<file path="src/rtl/lsu_mem_master_pkg.sv">
// Shared definitions for the load/store memory master: funct3 codes, FSM states
// and the request legality check.
package riscv_lsu_defs;

  localparam logic [2:0] F3_B  = 3'd0;
  localparam logic [2:0] F3_H  = 3'd1;
  localparam logic [2:0] F3_W  = 3'd2;
  localparam logic [2:0] F3_BU = 3'd4;
  localparam logic [2:0] F3_HU = 3'd5;

  typedef enum logic [2:0] {
    ST_IDLE = 3'd0,
    ST_RD   = 3'd1,
    ST_CAP  = 3'd2,
    ST_MOD  = 3'd3,
    ST_WR   = 3'd4,
    ST_RESP = 3'd5
  } lsu_state_e;

  // Misalignment or a funct3 that is not legal for the access direction.
  function automatic logic encoding_err(input logic is_store, input logic [2:0] funct3,
                                        input logic [1:0] lane);
    logic bad;
    bad = 1'b1;
    case (funct3)
      F3_B:    bad = 1'b0;
      F3_H:    bad = lane[0];
      F3_W:    bad = (lane != 2'b00);
      F3_BU:   bad = is_store;
      F3_HU:   bad = is_store | lane[0];
      default: bad = 1'b1;
    endcase
    return bad;
  endfunction

endpackage

</file>
<file path="src/rtl/lsu_mem_master_lane_align.sv">
// Combinational lane logic: load byte/half extraction with extension, and
// sub-word merge of store data into a read word (little-endian lanes).
module lsu_lane_align
  import riscv_lsu_defs::*;
(
  input  logic [31:0] word,
  input  logic [1:0]  lane,
  input  logic [2:0]  funct3,
  input  logic [31:0] wdata,
  output logic [31:0] load_data,
  output logic [31:0] merged
);

  logic [7:0]  byte_s;
  logic [15:0] half_s;

  // Lane selection and sign/zero extension of load data.
  always_comb begin
    byte_s    = 8'd0;
    half_s    = 16'd0;
    load_data = 32'd0;
    case (lane)
      2'd0:    byte_s = word[7:0];
      2'd1:    byte_s = word[15:8];
      2'd2:    byte_s = word[23:16];
      2'd3:    byte_s = word[31:24];
      default: byte_s = 8'd0;
    endcase
    if (lane[1]) begin
      half_s = word[31:16];
    end else begin
      half_s = word[15:0];
    end
    case (funct3)
      F3_B:    load_data = {{24{byte_s[7]}}, byte_s};
      F3_H:    load_data = {{16{half_s[15]}}, half_s};
      F3_W:    load_data = word;
      F3_BU:   load_data = {24'd0, byte_s};
      F3_HU:   load_data = {16'd0, half_s};
      default: load_data = 32'd0;
    endcase
  end

  // Store merge: only the addressed lane is replaced.
  always_comb begin
    merged = word;
    case (funct3)
      F3_B: begin
        case (lane)
          2'd0:    merged[7:0]   = wdata[7:0];
          2'd1:    merged[15:8]  = wdata[7:0];
          2'd2:    merged[23:16] = wdata[7:0];
          2'd3:    merged[31:24] = wdata[7:0];
          default: merged        = word;
        endcase
      end
      F3_H: begin
        if (lane[1]) begin
          merged[31:16] = wdata[15:0];
        end else begin
          merged[15:0] = wdata[15:0];
        end
      end
      F3_W:    merged = wdata;
      default: merged = word;
    endcase
  end

endmodule

</file>
<file path="src/rtl/lsu_mem_master.sv">
// Load/store initiator for a synchronous-read, word-write data memory.
// One request in flight; sub-word stores use read-modify-write.
module lsu_mem_master
  import riscv_lsu_defs::*;
#(
  parameter int MEM_DEPTH = 64
) (
  input  logic        clk,
  input  logic        rst_n,
  input  logic        req_valid,
  output logic        req_ready,
  input  logic        req_we,
  input  logic [2:0]  req_funct3,
  input  logic [31:0] req_addr,
  input  logic [31:0] req_wdata,
  output logic        resp_valid,
  output logic [31:0] resp_rdata,
  output logic        resp_err,
  output logic [31:0] mem_addr,
  output logic [31:0] mem_data,
  output logic        mem_we,
  input  logic [31:0] mem_q
);

  localparam logic [29:0] DEPTH_W = 30'(MEM_DEPTH);

  lsu_state_e  state_r, next_state_s;
  logic        we_r;
  logic [2:0]  f3_r;
  logic [31:0] addr_r;
  logic [31:0] wdata_r;
  logic        mem_we_r;
  logic        accept_s;
  logic        err_s;
  logic [31:0] load_s;
  logic [31:0] merged_s;
  logic [31:0] word_idx_s;

  assign req_ready = (state_r == ST_IDLE) & rst_n;
  assign accept_s  = req_valid & req_ready;
  assign err_s     = encoding_err(req_we, req_funct3, req_addr[1:0]) |
                     (req_addr[31:2] >= DEPTH_W);
  // A reset landing mid-write must never reach memory.
  assign mem_we    = mem_we_r & rst_n;

  lsu_lane_align u_align (
    .word      (mem_q),
    .lane      (addr_r[1:0]),
    .funct3    (f3_r),
    .wdata     (wdata_r),
    .load_data (load_s),
    .merged    (merged_s)
  );

  // State register.
  always_ff @(posedge clk) begin
    if (!rst_n) begin
      state_r <= ST_IDLE;
    end else begin
      state_r <= next_state_s;
    end
  end

  // Next-state logic.
  always_comb begin
    next_state_s = state_r;
    case (state_r)
      ST_IDLE: begin
        if (accept_s) begin
          if (err_s) begin
            next_state_s = ST_RESP;
          end else if (req_we && (req_funct3 == F3_W)) begin
            next_state_s = ST_WR;
          end else begin
            next_state_s = ST_RD;
          end
        end else begin
          next_state_s = ST_IDLE;
        end
      end
      ST_RD:   next_state_s = we_r ? ST_MOD : ST_CAP;
      ST_CAP:  next_state_s = ST_RESP;
      ST_MOD:  next_state_s = ST_WR;
      ST_WR:   next_state_s = ST_RESP;
      ST_RESP: next_state_s = ST_IDLE;
      default: next_state_s = ST_IDLE;
    endcase
  end

  // Word index comes from the live request at acceptance, else from the capture.
  always_comb begin
    if (state_r == ST_IDLE) begin
      word_idx_s = {2'b00, req_addr[31:2]};
    end else begin
      word_idx_s = {2'b00, addr_r[31:2]};
    end
  end

  // Request capture, memory-side and response registers, all aligned to next state.
  always_ff @(posedge clk) begin
    if (!rst_n) begin
      we_r       <= 1'b0;
      f3_r       <= 3'd0;
      addr_r     <= 32'd0;
      wdata_r    <= 32'd0;
      mem_we_r   <= 1'b0;
      mem_addr   <= 32'd0;
      mem_data   <= 32'd0;
      resp_valid <= 1'b0;
      resp_err   <= 1'b0;
      resp_rdata <= 32'd0;
    end else begin
      if (accept_s) begin
        we_r    <= req_we;
        f3_r    <= req_funct3;
        addr_r  <= req_addr;
        wdata_r <= req_wdata;
      end
      mem_we_r   <= (next_state_s == ST_WR);
      resp_valid <= (next_state_s == ST_RESP);
      if ((next_state_s == ST_RD) || (next_state_s == ST_WR)) begin
        mem_addr <= word_idx_s;
      end
      if ((state_r == ST_IDLE) && (next_state_s == ST_WR)) begin
        mem_data <= req_wdata;
      end else if (state_r == ST_MOD) begin
        mem_data <= merged_s;
      end
      if (accept_s) begin
        resp_err <= err_s;
      end else if (state_r == ST_RESP) begin
        resp_err <= 1'b0;
      end
      if (state_r == ST_CAP) begin
        resp_rdata <= load_s;
      end else if (state_r == ST_RESP) begin
        resp_rdata <= 32'd0;
      end
    end
  end

endmodule

</file>
<file path="config.mk">
export PLATFORM = sky130hd
export DESIGN_NAME = lsu_mem_master
export DESIGN_NICKNAME = d
export VERILOG_FILES = /design/src/rtl/lsu_mem_master_pkg.sv /design/src/rtl/lsu_mem_master_lane_align.sv /design/src/rtl/lsu_mem_master.sv
export SDC_FILE = /design/constraint.sdc
export NUM_CORES = 1
export LEC_CHECK = 0
export ABC_AREA = 1
export BUFFER_PORTS_ARGS = -buffer_cell sky130_fd_sc_hd__buf_4
export CAP_MARGIN = 20
export CORE_MARGIN = 4
export CORE_UTILIZATION = 45
export DETAILED_ROUTE_END_ITERATION = 8
export PLACE_DENSITY_LB_ADDON = 0.05
export RECOVER_POWER = 100
export SLEW_MARGIN = 20
export SYNTH_ARGS = -nofsm -noshare
export SYNTH_HDL_FRONTEND = slang
export SYNTH_SLANG_ARGS = --single-unit
export TNS_END_PERCENT = 10
</file>
<file path="constraint.sdc">
create_clock -name clk -period 1.8 [get_ports clk]
set_clock_uncertainty 0.1 [all_clocks]
set_input_delay 0.09 -clock clk [delete_from_list [all_inputs] [get_ports clk]]
set_output_delay 0.09 -clock clk [all_outputs]
set_load 0.05 [all_outputs]
</file>
==> results of run 1 <==
-- what timing repair did --
| item | CTS | global route |
|---|---|---|
| endpoints found under the setup margin | 65 | 93 |
| hold buffers | 69 | 0 |
| endpoints found under the hold margin | 127 | 0 |
| buffers inserted | 7 | 1 |
| resized for setup | 22 | 38 |
| pin swaps | 10 | 5 |
| gates cloned | 3 | 1 |
-- report_power, final --
| part | leakage [nW] | switching, mW | internal, mW |
|---|---|---|---|
| sequential | 1.38 | 0.370 | 4.39 |
| combinational | 3.67 | 4.79 | 2.35 |
| clock | 0.275 | 1.82 | 1.86 |
| total | 5.32 | 6.98 | 8.59 |
-- logic make-up (layout without fill, tap and decap cells) --
logic type,Yosys count,in the layout,synth area share
AOI/OAI and AO/OA,358,358,0.223
DFF,168,168,0.384
buffers and inverters,229,529,0.105
other,1,2,0.000428
and+or+nand+nor,569,570,0.288
-- tightest hold or removal path, delay by kind of cell --
kind	cells	cell delay, ns
buffers and inverters	2	0.13
AOI/OAI and AO/OA	1	0.17
and+or+nand+nor	2	0.13
-- through the flow --
step,hold WS (ns),util
CTS,0.00496,0.657
global route,0.0561,0.642
finish,0.0211,0.642
floorplan,0.100,-
global placement,0.201,0.582
detailed placement,0.203,0.582
-- sequential cells by signal (all words and copies together), names as in the netlist --
| name | count |
|---|---|
| mem_we_r | 1 |
| resp_rdata | 32 |
| wdata_r | 32 |
| addr_r | 32 |
| we_r | 1 |
| state_r | 3 |
| mem_data | 32 |
| f3_r | 3 |
| resp_err | 1 |
| resp_valid | 1 |
| mem_addr | 30 |
-- final timing paths --
check,start,end,slack (ns),depth (start not counted)
max,state_r[2],mem_addr[6],-0.05,13
min,req_addr[16],mem_addr[14],0.02,5
max reg2reg,state_r[2],mem_addr[6],-0.05,13
min reg2reg,addr_r[24],addr_r[24],0.35,2
-- metal layers --
metal  up-vias  wire length, µm
li1       4999                -
met1      4664            13300
met2       333            15500
met3        44             1960
met4         0              797
met5         -                0
-- layout make-up --
cell class                 instances  area, µm²  share of cell area
sequential                       168       3370               0.278
tap                              260        325              0.0268
clock buffer                      18        429              0.0354
inverter                         137        522              0.0430
timing repair buffer             360       2760               0.227
multi-input combinational        930       4560               0.376
clock inverter                    14        154              0.0127
-- placed cells by master (no fill, tap or decap), types with 3 or more instances in the layout --
cell type        n
nand2_1        291
buf_4          164
dfxtp_1        163
o21ai_0        155
inv_1          122
nor2_1         111
a21oi_1        111
clkbuf_1        98
nand3_1         70
dlygate4sd3_1   69
nand4_1         40
o21ai_1         34
nand3b_1        30
o22ai_1         22
clkbuf_16       17
o221ai_1        15
buf_6           15
inv_2           13
buf_12          12
nor2_2          10
a32oi_1          9
a22oi_1          7
inv_8            6
nand2_4          5
nand2_2          5
nor2_4           3
dfxtp_2          3
clkinv_8         3
clkinvlp_4       3
==> results.md, run 1 <==
- Status: finished, violations left
- Violated checks: negative setup slack
- Main area contributors after synthesis: dfxtp_1, nand2_1, o21ai_0
- Synth Area per Inst: roughly 6.6 µm²
- First-pass GRT wire length: slightly below 50 mm
- Die area: between 20000 and 25000 µm²
- CTS root buf: clkbuf_16
- P&R area growth vs syn: 38.5%
- Setup TNS: -1.02 ns
- RePlAce Congestion: between 0.9 and 1
- Fin. max-slew vios: 0
- Pre-CTS WS: -0.232 ns
- Total CTS buffers: 17
- H-tree lvl count: 4
- Fin area: approximately 12000 µm²
- Final Net Count: 1717
- Max-Cap Viols: 0
- Final hold violation count: 0
- Count leader, synth: nand2_1
- Routed length per instance: between 15 and 20 µm
- Critical path type: flip-flop to flip-flop
- GRT Total Usage: 0.281
- Crit start category: flip-flop
- Seq/Total Area, Yosys: 0.384
- Tmin final: between 1.5 and 2 ns
- Number of global-route vias before repair: 9376
- Post-synth EDFFs: 0
- Clock Latency Late Sink: 0.44 ns
- DR iter-0 viols: roughly 700
- DP Area: about 11000 µm²
- Period Utilization, post-route: 1.03
- Slowest CP cell: dfxtp_2
- Peak fanout along the critical path: 20
- Final Power: 15.6 mW
- Ports: between 200 and 250
- Synth Register Bits: 168
- Peak VDD IR: 0.000965 V
- ANT nets after route: 0
- Placed insts: around 1800
- Port Buffer Count: 200
- Clk slew on worst S/H paths: roughly 0.070 ns
- GR peak layer: met2
- Worst-Margin Slew: about 0.7 ns
- CP endpoint kind: flip-flop
- Met2 usage: 0.489
- Initial antenna violation count: 0
- Chip height: ~150 µm
- # diodes: 0
- Met3 Use GR: 0.0484
- Global route overflow: 0
- Post-synth cell types: 35
- Worst Path Buf+Inv: 5
- Synth Instances: 1325
- Power Density: ~1300 nW/µm²
- Met1 GRT Util: 0.351
- Synth Flop Type: dfxtp_1
- Share of cells above drive strength 1: 0.170
- Slew margin rel.: 0.547
- Wirelength, routed: 31.6 mm
- Async SR Flop Fraction: 0
- Crit-path cells: inv_2 > buf_6 > nand2_4 > nor2_4 > nand2_4 > o21ai_4 > nand4_1 > buf_6 > nand2_2 > inv_2 > buf_12 > nor2_1 > nor2_1
- Die Span X: between 100 and 150 µm
- HP Class: primary input to flip-flop
- Synth Warn #: 0
- Vias post-DR: 10040
- Peak Freq: ~0.54 GHz
- Fillers: 1893
- CP Data Required Time: just over 2 ns
- Min setup slack post-route: -0.0531 ns
- RSZ-0062 raised after global routing: yes
- CP peak stage delay: between 0.3 and 0.4 ns
- Commonest cells in the netlist: nand2_1, o21ai_0, dfxtp_1
- CTS tree: yes
- Final HPWL DP: around 22 mm
- DRC: 0
- Pin count of the biggest net entering global routing: 133
- Core Region: 18900 µm²
- Mapped Area: about 8800 µm²
- CTS Buffer Depth: 2
- Area leader, netlist: dfxtp_1
- Worst EP arrival: ~2.1 ns
- CP delay by family, top: simple AND/OR/NAND/NOR gates
- FP Rows: 50
- Non-Filler Instances: 1887
- Starting Density: 0.463
- DR vias/cell: approximately 5.3
- DR pass1 iterations: 5
- Setup violators final: 36
- Leak Pwr: about 5.3 nW
- Share of Yosys cell area claimed by the top area cell type: 0.384
- Clock sinks: 168
(Power assumes the default switching activity.)
==> run 2: changes to the inputs <==
- clock period: 1.8 -> 1.9 ns (I/O delays scaled with it)
==> results.md, run 2 (synthesized netlist as in run 1, its figures left out) <==
- Chip height: 147 µm (unchanged)
- Die area: 21700 µm² (unchanged)
- CP peak stage delay: 0.37 ns (+0.04 ns)
- # diodes: 0 (unchanged)
- Peak VDD IR: 0.00101 V (+4.3%)
- Share of cells above drive strength 1: 0.240 (+0.0703)
- ANT nets after route: 0 (unchanged)
- Ports: 203 (unchanged)
- DR pass1 iterations: 5 (unchanged)
- Worst R2R Start: state_r[0]
- Slowest CP cell: dfxtp_4
- WHS Endpoint: resp_rdata[5]
- Number of global-route vias before repair: 9211 (-1.8%)
- RSZ-0062 raised after global routing: yes
- DR iter-0 viols: 779 (+12%)
- Crit-path cells: nor2_4 > nand2_4 > nor2_4 > nand2_4 > o21ai_4 > nand4_1 > nand2_2 > inv_4 > buf_12 > nor2_1 > nor2_1
- Core Region: 18900 µm² (unchanged)
- Sequential share of power: 0.295 (-0.010)
- Tmin final: 1.90 ns (+0.0440 ns)
- DR vias/cell: 5.33 (+0.26%)
- Leak Pwr: 5.71 nW (+7.3%)
- Setup violators final: 0 (-100%)
- Most common cell after layout, fill and taps aside: nand2_1
- Status: completed
- Vias post-DR: 10013 (-0.27%)
- Power Density: 1220 nW/µm² (-4.8%)
- Max-Cap Viols: 0 (unchanged)
- R2R Setup Slk: 0.003 ns (+0.06 ns)
- Final Power: 15.3 mW (-1.6%)
- FP Rows: 50 (unchanged)
- CP Data Required Time: 2.14 ns (+0.10 ns)
- Total CTS buffers: 17 (unchanged)
- HP Class: primary input to flip-flop
- Logic pwr share: 0.476 (+0.018)
- Clk slew on worst S/H paths: 0.07 ns (about the same)
- RePlAce Congestion: 0.955 (+3.2%)
- Worst-Margin Slew: 0.564 ns (-0.119 ns)
- Fin. max-slew vios: 0 (unchanged)
- Peak Freq: 0.527 GHz (-2.3%)
- First-pass GRT wire length: 49.2 mm (-0.22%)
- Routed length per instance: 16.9 µm (+1.2%)
- Sequential Area: 3380 µm² (about the same)
- Die Span X: 147 µm (unchanged)
- Clock sinks: 168 (unchanged)
- DRC: 0 (unchanged)
- Critical path type: flip-flop to flip-flop
- Pint: 8.60 mW (+0.13%)
- Slew margin rel.: 0.624 (+0.0773)
- Fillers: 1761 (-7.0%)
- H-tree lvl count: 4 (unchanged)
- Crit start category: flip-flop
- Final HPWL DP: 22.3 mm (about the same)
- Pin count of the biggest net entering global routing: 133 (unchanged)
- P&R area growth vs syn: 43.1%
- Clk pwr share: 0.228 (-0.008)
- Sw Pwr: 6.73 mW (-3.6%)
- CP endpoint kind: flip-flop
- Sw Ratio: 0.439 (-0.00948)
- Clock Latency Late Sink: 0.44 ns (about the same)
- Commonest non-fill, non-tap cells in the layout: nand2_1, buf_4, o21ai_0
- Final hold violation count: 0 (unchanged)
- Final Net Count: 1707 (-0.58%)
- Port Buffer Count: 200 (unchanged)
- Register-to-Register Path Depth: 11 (-2)
- Initial antenna violation count: 0 (unchanged)
- CTS tree: yes
- Worst EP arrival: 2.13 ns (+0.04 ns)
- Crit Reg-Reg Endpoint: mem_addr[8]
- Starting Density: 0.463 (unchanged)
- CTS root buf: clkbuf_16
- GRT Total Usage: 0.281 (+0.000348)
- HP Start: mem_q[5]
- Global route overflow: 0 (unchanged)
- Setup TNS: 0 ns (+1.02 ns)
- Worst hold path depth: 5 (unchanged)
- Wirelength, routed: 31.8 mm (+0.70%)
- Multi-input gate area: 4680 µm² (+2.6%)
- Peak fanout along the critical path: 15 (-25%)
- Period Utilization, post-route: 0.998 (-0.0310)
- CTS Buffer Depth: 2 (unchanged)
[run 2: changes by cell type in the layout (fill, tap and decap cells not counted), moves of 3 or more]
cell | before | now
buf_4 | 164 | 256
buf_6 | 15 | 8
o21ai_1 | 34 | 21
o21ai_2 | 1 | 5
inv_4 | 0 | 3
nor2_2 | 10 | 24
clkbuf_1 | 98 | 0
nand2_1 | 291 | 287
o21ai_0 | 155 | 164
nor2_1 | 111 | 96
[run 2: final cells by class]
cell class | instances | area share
multi-input combinational | 931 | 0.374
sequential | 168 | 0.269
timing repair buffer | 349 | 0.241
inverter | 137 | 0.0422
clock buffer | 18 | 0.0351
tap | 260 | 0.0260
clock inverter | 14 | 0.0122
[run 2: worst max path at each step]
stage	startpoint	end	slack [ns]
after floorplan	state_r[0]	mem_addr[21]	-0.1
after global placement	req_addr[8]	mem_data[31]	-0.08
after detailed placement	req_addr[10]	mem_data[13]	-0.13
after CTS	state_r[1]	mem_addr[27]	-0.007
after global routing	state_r[2]	mem_addr[6]	-0.09
final	state_r[0]	mem_addr[8]	0.003
[run 2: critical path, delay by kind of cell (launching register included)]
family	cells	cell delay (ns)
AO/OA/AOI/OAI	1	0.17
buffers and inverters	2	0.21
AND/OR/NAND/NOR	8	0.95
flip-flops	1	0.37
[run 2: routing by layer]
metal / track usage / vias to the layer above / wire (µm)
li1: - / 4985 / -
met1: 0.364 / 4615 / 13700
met2: 0.477 / 362 / 15300
met3: 0.0506 / 51 / 1950
met4: 0.0913 / 0 / 799
met5: 0 / - / 0
[run 2: repair_timing]
item	4_1_cts	5_1_grt
hold endpoints to repair	130	0
hold buffers	70	0
pin swaps	0	11
gates cloned	1	3
resized for setup	7	68
buffers inserted	0	8
endpoints found under the setup margin	62	87
[run 2: power by group through the flow]
stage               clock [mW]  combinational [mW]  sequential, mW
finish                    3.50                7.30            4.52
global route              3.70                7.89            4.59
CTS                       3.54                6.90            4.51
detailed placement           0                6.69            4.58
global placement             0                6.66            4.57
floorplan                    0                3.01            5.98
[run 2: metrics by stage]
| stage | utilization | area [µm²] | std cells | hold WS (ns) | worst slack [ns] |
|---|---|---|---|---|---|
| after floorplan | - | 8810 | 1326 | 0.105 | -0.0979 |
| after global placement | 0.577 | 10900 | 1764 | 0.202 | -0.0797 |
| after detailed placement | 0.577 | 10900 | 1764 | 0.211 | -0.132 |
| after CTS | 0.648 | 12200 | 1867 | 0.00382 | -0.00699 |
| after global routing | 0.663 | 12500 | 1877 | 0.0592 | -0.0890 |
| final | 0.663 | 12500 | 1877 | 0.0127 | 0.00290 |
==> run 3: changes to the inputs <==
- SETUP_SLACK_MARGIN: unset -> 0.02
==> results.md, run 3 (synthesized netlist as in run 1, its figures left out) <==
- CP Data Required Time: 2.13 ns (about the same)
- Max-Cap Viols: 0 (unchanged)
- Min setup slack post-route: 0.0223 ns (+0.0194 ns)
- Starting Density: 0.463 (unchanged)
- Peak VDD IR: 0.000934 V (-7.2%)
- Worst R2R Start: state_r[0]
- Crit Reg-Reg Endpoint: mem_addr[27]
- CP peak stage delay: 0.36 ns (about the same)
- CTS Buffer Depth: 2 (unchanged)
- HP Class: primary input to flip-flop
- Global route overflow: 0 (unchanged)
- DR vias/cell: 5.32 (-0.33%)
- Core Region: 18900 µm² (unchanged)
- DRC: 0 (unchanged)
- Port Buffer Count: 200 (unchanged)
- H-tree lvl count: 4 (unchanged)
- Leak Pwr: 5.25 nW (-8.1%)
- Pin count of the biggest net entering global routing: 133 (unchanged)
- Peak fanout along the critical path: 10 (-5)
- Fillers: 1904 (+8.1%)
- Power Density: 1220 nW/µm² (about the same)
- Tmin final: 1.88 ns (-0.0194 ns)
- Worst setup path endpoint: mem_addr[27]
- Crit. path cell count: 11 (unchanged)
- # diodes: 0 (unchanged)
- Setup violators final: 0 (unchanged)
- Worst EP arrival: 2.11 ns (-0.02 ns)
- Slew margin rel.: 0.565 (-0.0594)
- Placed insts: 1764 (unchanged)
- Register-to-Register Path Depth: 11 (unchanged)
- Clk slew on worst S/H paths: 0.07 ns (about the same)
- Slowest CP cell: dfxtp_2
- Number of global-route vias before repair: 9227 (+0.17%)
- Worst-Margin Slew: 0.656 ns (+0.0919 ns)
- GRT Total Usage: 0.281 (about the same)
- Vias post-DR: 9943 (-0.70%)
- RePlAce Congestion: 0.955 (unchanged)
- Final hold violation count: 0 (unchanged)
- R2R Setup Slk: 0.02 ns (+0.02 ns)
- Share of cells above drive strength 1: 0.166 (-0.0735)
- Die Span X: 147 µm (unchanged)
- Most common cell after layout, fill and taps aside: nand2_1
- Chip height: 147 µm (unchanged)
- CTS tree: yes
- Non-Filler Instances: 1870 (-0.37%)
- Crit-path cells: nor2_4 > nand2_4 > nor2_4 > nand2_4 > o21ai_4 > nand4_1 > nand2_2 > inv_4 > buf_12 > nor2_1 > nor2_1
- First-pass GRT wire length: 49.2 mm (about the same)
- RSZ-0062 raised after global routing: yes
- DR pass1 iterations: 6 (+1)
- Pre-CTS WS: -0.132 ns (unchanged)
- Final HPWL DP: 22.3 mm (unchanged)
- CP endpoint kind: flip-flop
- Total CTS buffers: 17 (unchanged)
- P&R area growth vs syn: 37.0%
- CTS root buf: clkbuf_16
- Clock Latency Late Sink: 0.44 ns (about the same)
- Routed length per instance: 16.7 µm (-1.5%)
- Crit start category: flip-flop
- FP Rows: 50 (unchanged)
- Clock sinks: 168 (unchanged)
- ANT nets after route: 0 (unchanged)
- Status: completed
- Final Net Count: 1700 (-0.41%)
- Critical path type: flip-flop to flip-flop
- Worst Path Buf+Inv: 2 (unchanged)
- CP delay by family, top: simple AND/OR/NAND/NOR gates
- Ports: 203 (unchanged)
- CP Launch Point: state_r[0]
- Wirelength, routed: 31.2 mm (-1.9%)
- Commonest non-fill, non-tap cells in the layout: nand2_1, o21ai_0, dfxtp_1
- Fin. max-slew vios: 0 (unchanged)
- Initial antenna violation count: 0 (unchanged)
- Peak Freq: 0.533 GHz (+1.0%)
- Die area: 21700 µm² (unchanged)
- DR iter-0 viols: 707 (-9.2%)
- Period Utilization, post-route: 0.988 (-0.0102)
-- run 3: cell types whose count changed in the layout (fill, tap and decap cells not counted), moves of 3 or more --
cell / previous run / this run
buf_6: 8 / 5
clkbuf_1: 0 / 96
nor2_2: 24 / 11
buf_4: 256 / 154
nor2_1: 96 / 110
-- run 3: power by group --
group / leakage, nW / total, mW / switching (mW) / internal (mW)
logic: 3.59 / 6.68 / 4.51 / 2.16
clock network: 0.283 / 3.48 / 1.69 / 1.79
registers: 1.38 / 4.51 / 0.354 / 4.15
total: 5.25 / 14.7 / 6.56 / 8.11
-- run 3: worst min path at each step --
stage                         end  depth (start not counted)          start  slack [ns]
floorplan             wdata_r[19]                          2  req_wdata[19]        0.11
global placement      wdata_r[12]                          3  req_wdata[12]        0.20
detailed placement    wdata_r[14]                          3  req_wdata[14]        0.21
CTS                 resp_rdata[3]                          5       mem_q[3]       0.004
global route        resp_rdata[2]                          5       mem_q[2]        0.06
finish              resp_rdata[5]                          5       mem_q[5]        0.02
-- run 3: what timing repair did --
item | 4_1_cts | 5_1_grt
setup endpoints to repair | 62 | 88
resized for setup | 9 | 38
pin swaps | 6 | 2
endpoints found under the hold margin | 130 | 0
hold buffers | 70 | 0
buffers inserted | 2 | 1
cloned | 1 | 0
-- run 3: area by class of cell --
cell class,count,area [µm²],area share
Clock buffer,18,439,0.0366
Clock inverter,14,153,0.0127
Inverter,137,527,0.0439
Multi-Input combinational cell,930,4600,0.384
Sequential cell,168,3370,0.281
Tap cell,260,325,0.0271
Timing Repair Buffer,343,2580,0.215
-- run 3: worst register-to-register path, cell delays in order (launching register included) --
cell and delay (ns):
dfxtp_2 0.36, nor2_4 0.14, nand2_4 0.07, nor2_4 0.13, nand2_4 0.11, o21ai_4 0.20
nand4_1 0.19, nand2_2 0.13, inv_4 0.06, buf_12 0.14, nor2_1 0.11, nor2_1 0.05
-- run 3: per-layer routing --
metal  wire length [µm]  share of wire  track usage
met4                763          0.024       0.0913
met2              15100           0.48        0.477
met1              13400           0.43        0.364
met3               1910          0.061       0.0506
met5                  0              0            0
-- run 3: through the flow --
step | instance area (µm²) | total power [mW] | hold slack, ns | utilization | setup TNS (ns)
floorplan | 8810 | 8.99 | 0.105 | - | -5.36
global placement | 10900 | 11.2 | 0.202 | 0.577 | -2.02
detailed placement | 10900 | 11.3 | 0.211 | 0.577 | -3.22
CTS | 12300 | 15.0 | 0.00382 | 0.649 | 0
global route | 12000 | 15.5 | 0.0584 | 0.635 | -2.24
finish | 12000 | 14.7 | 0.0173 | 0.635 | 0
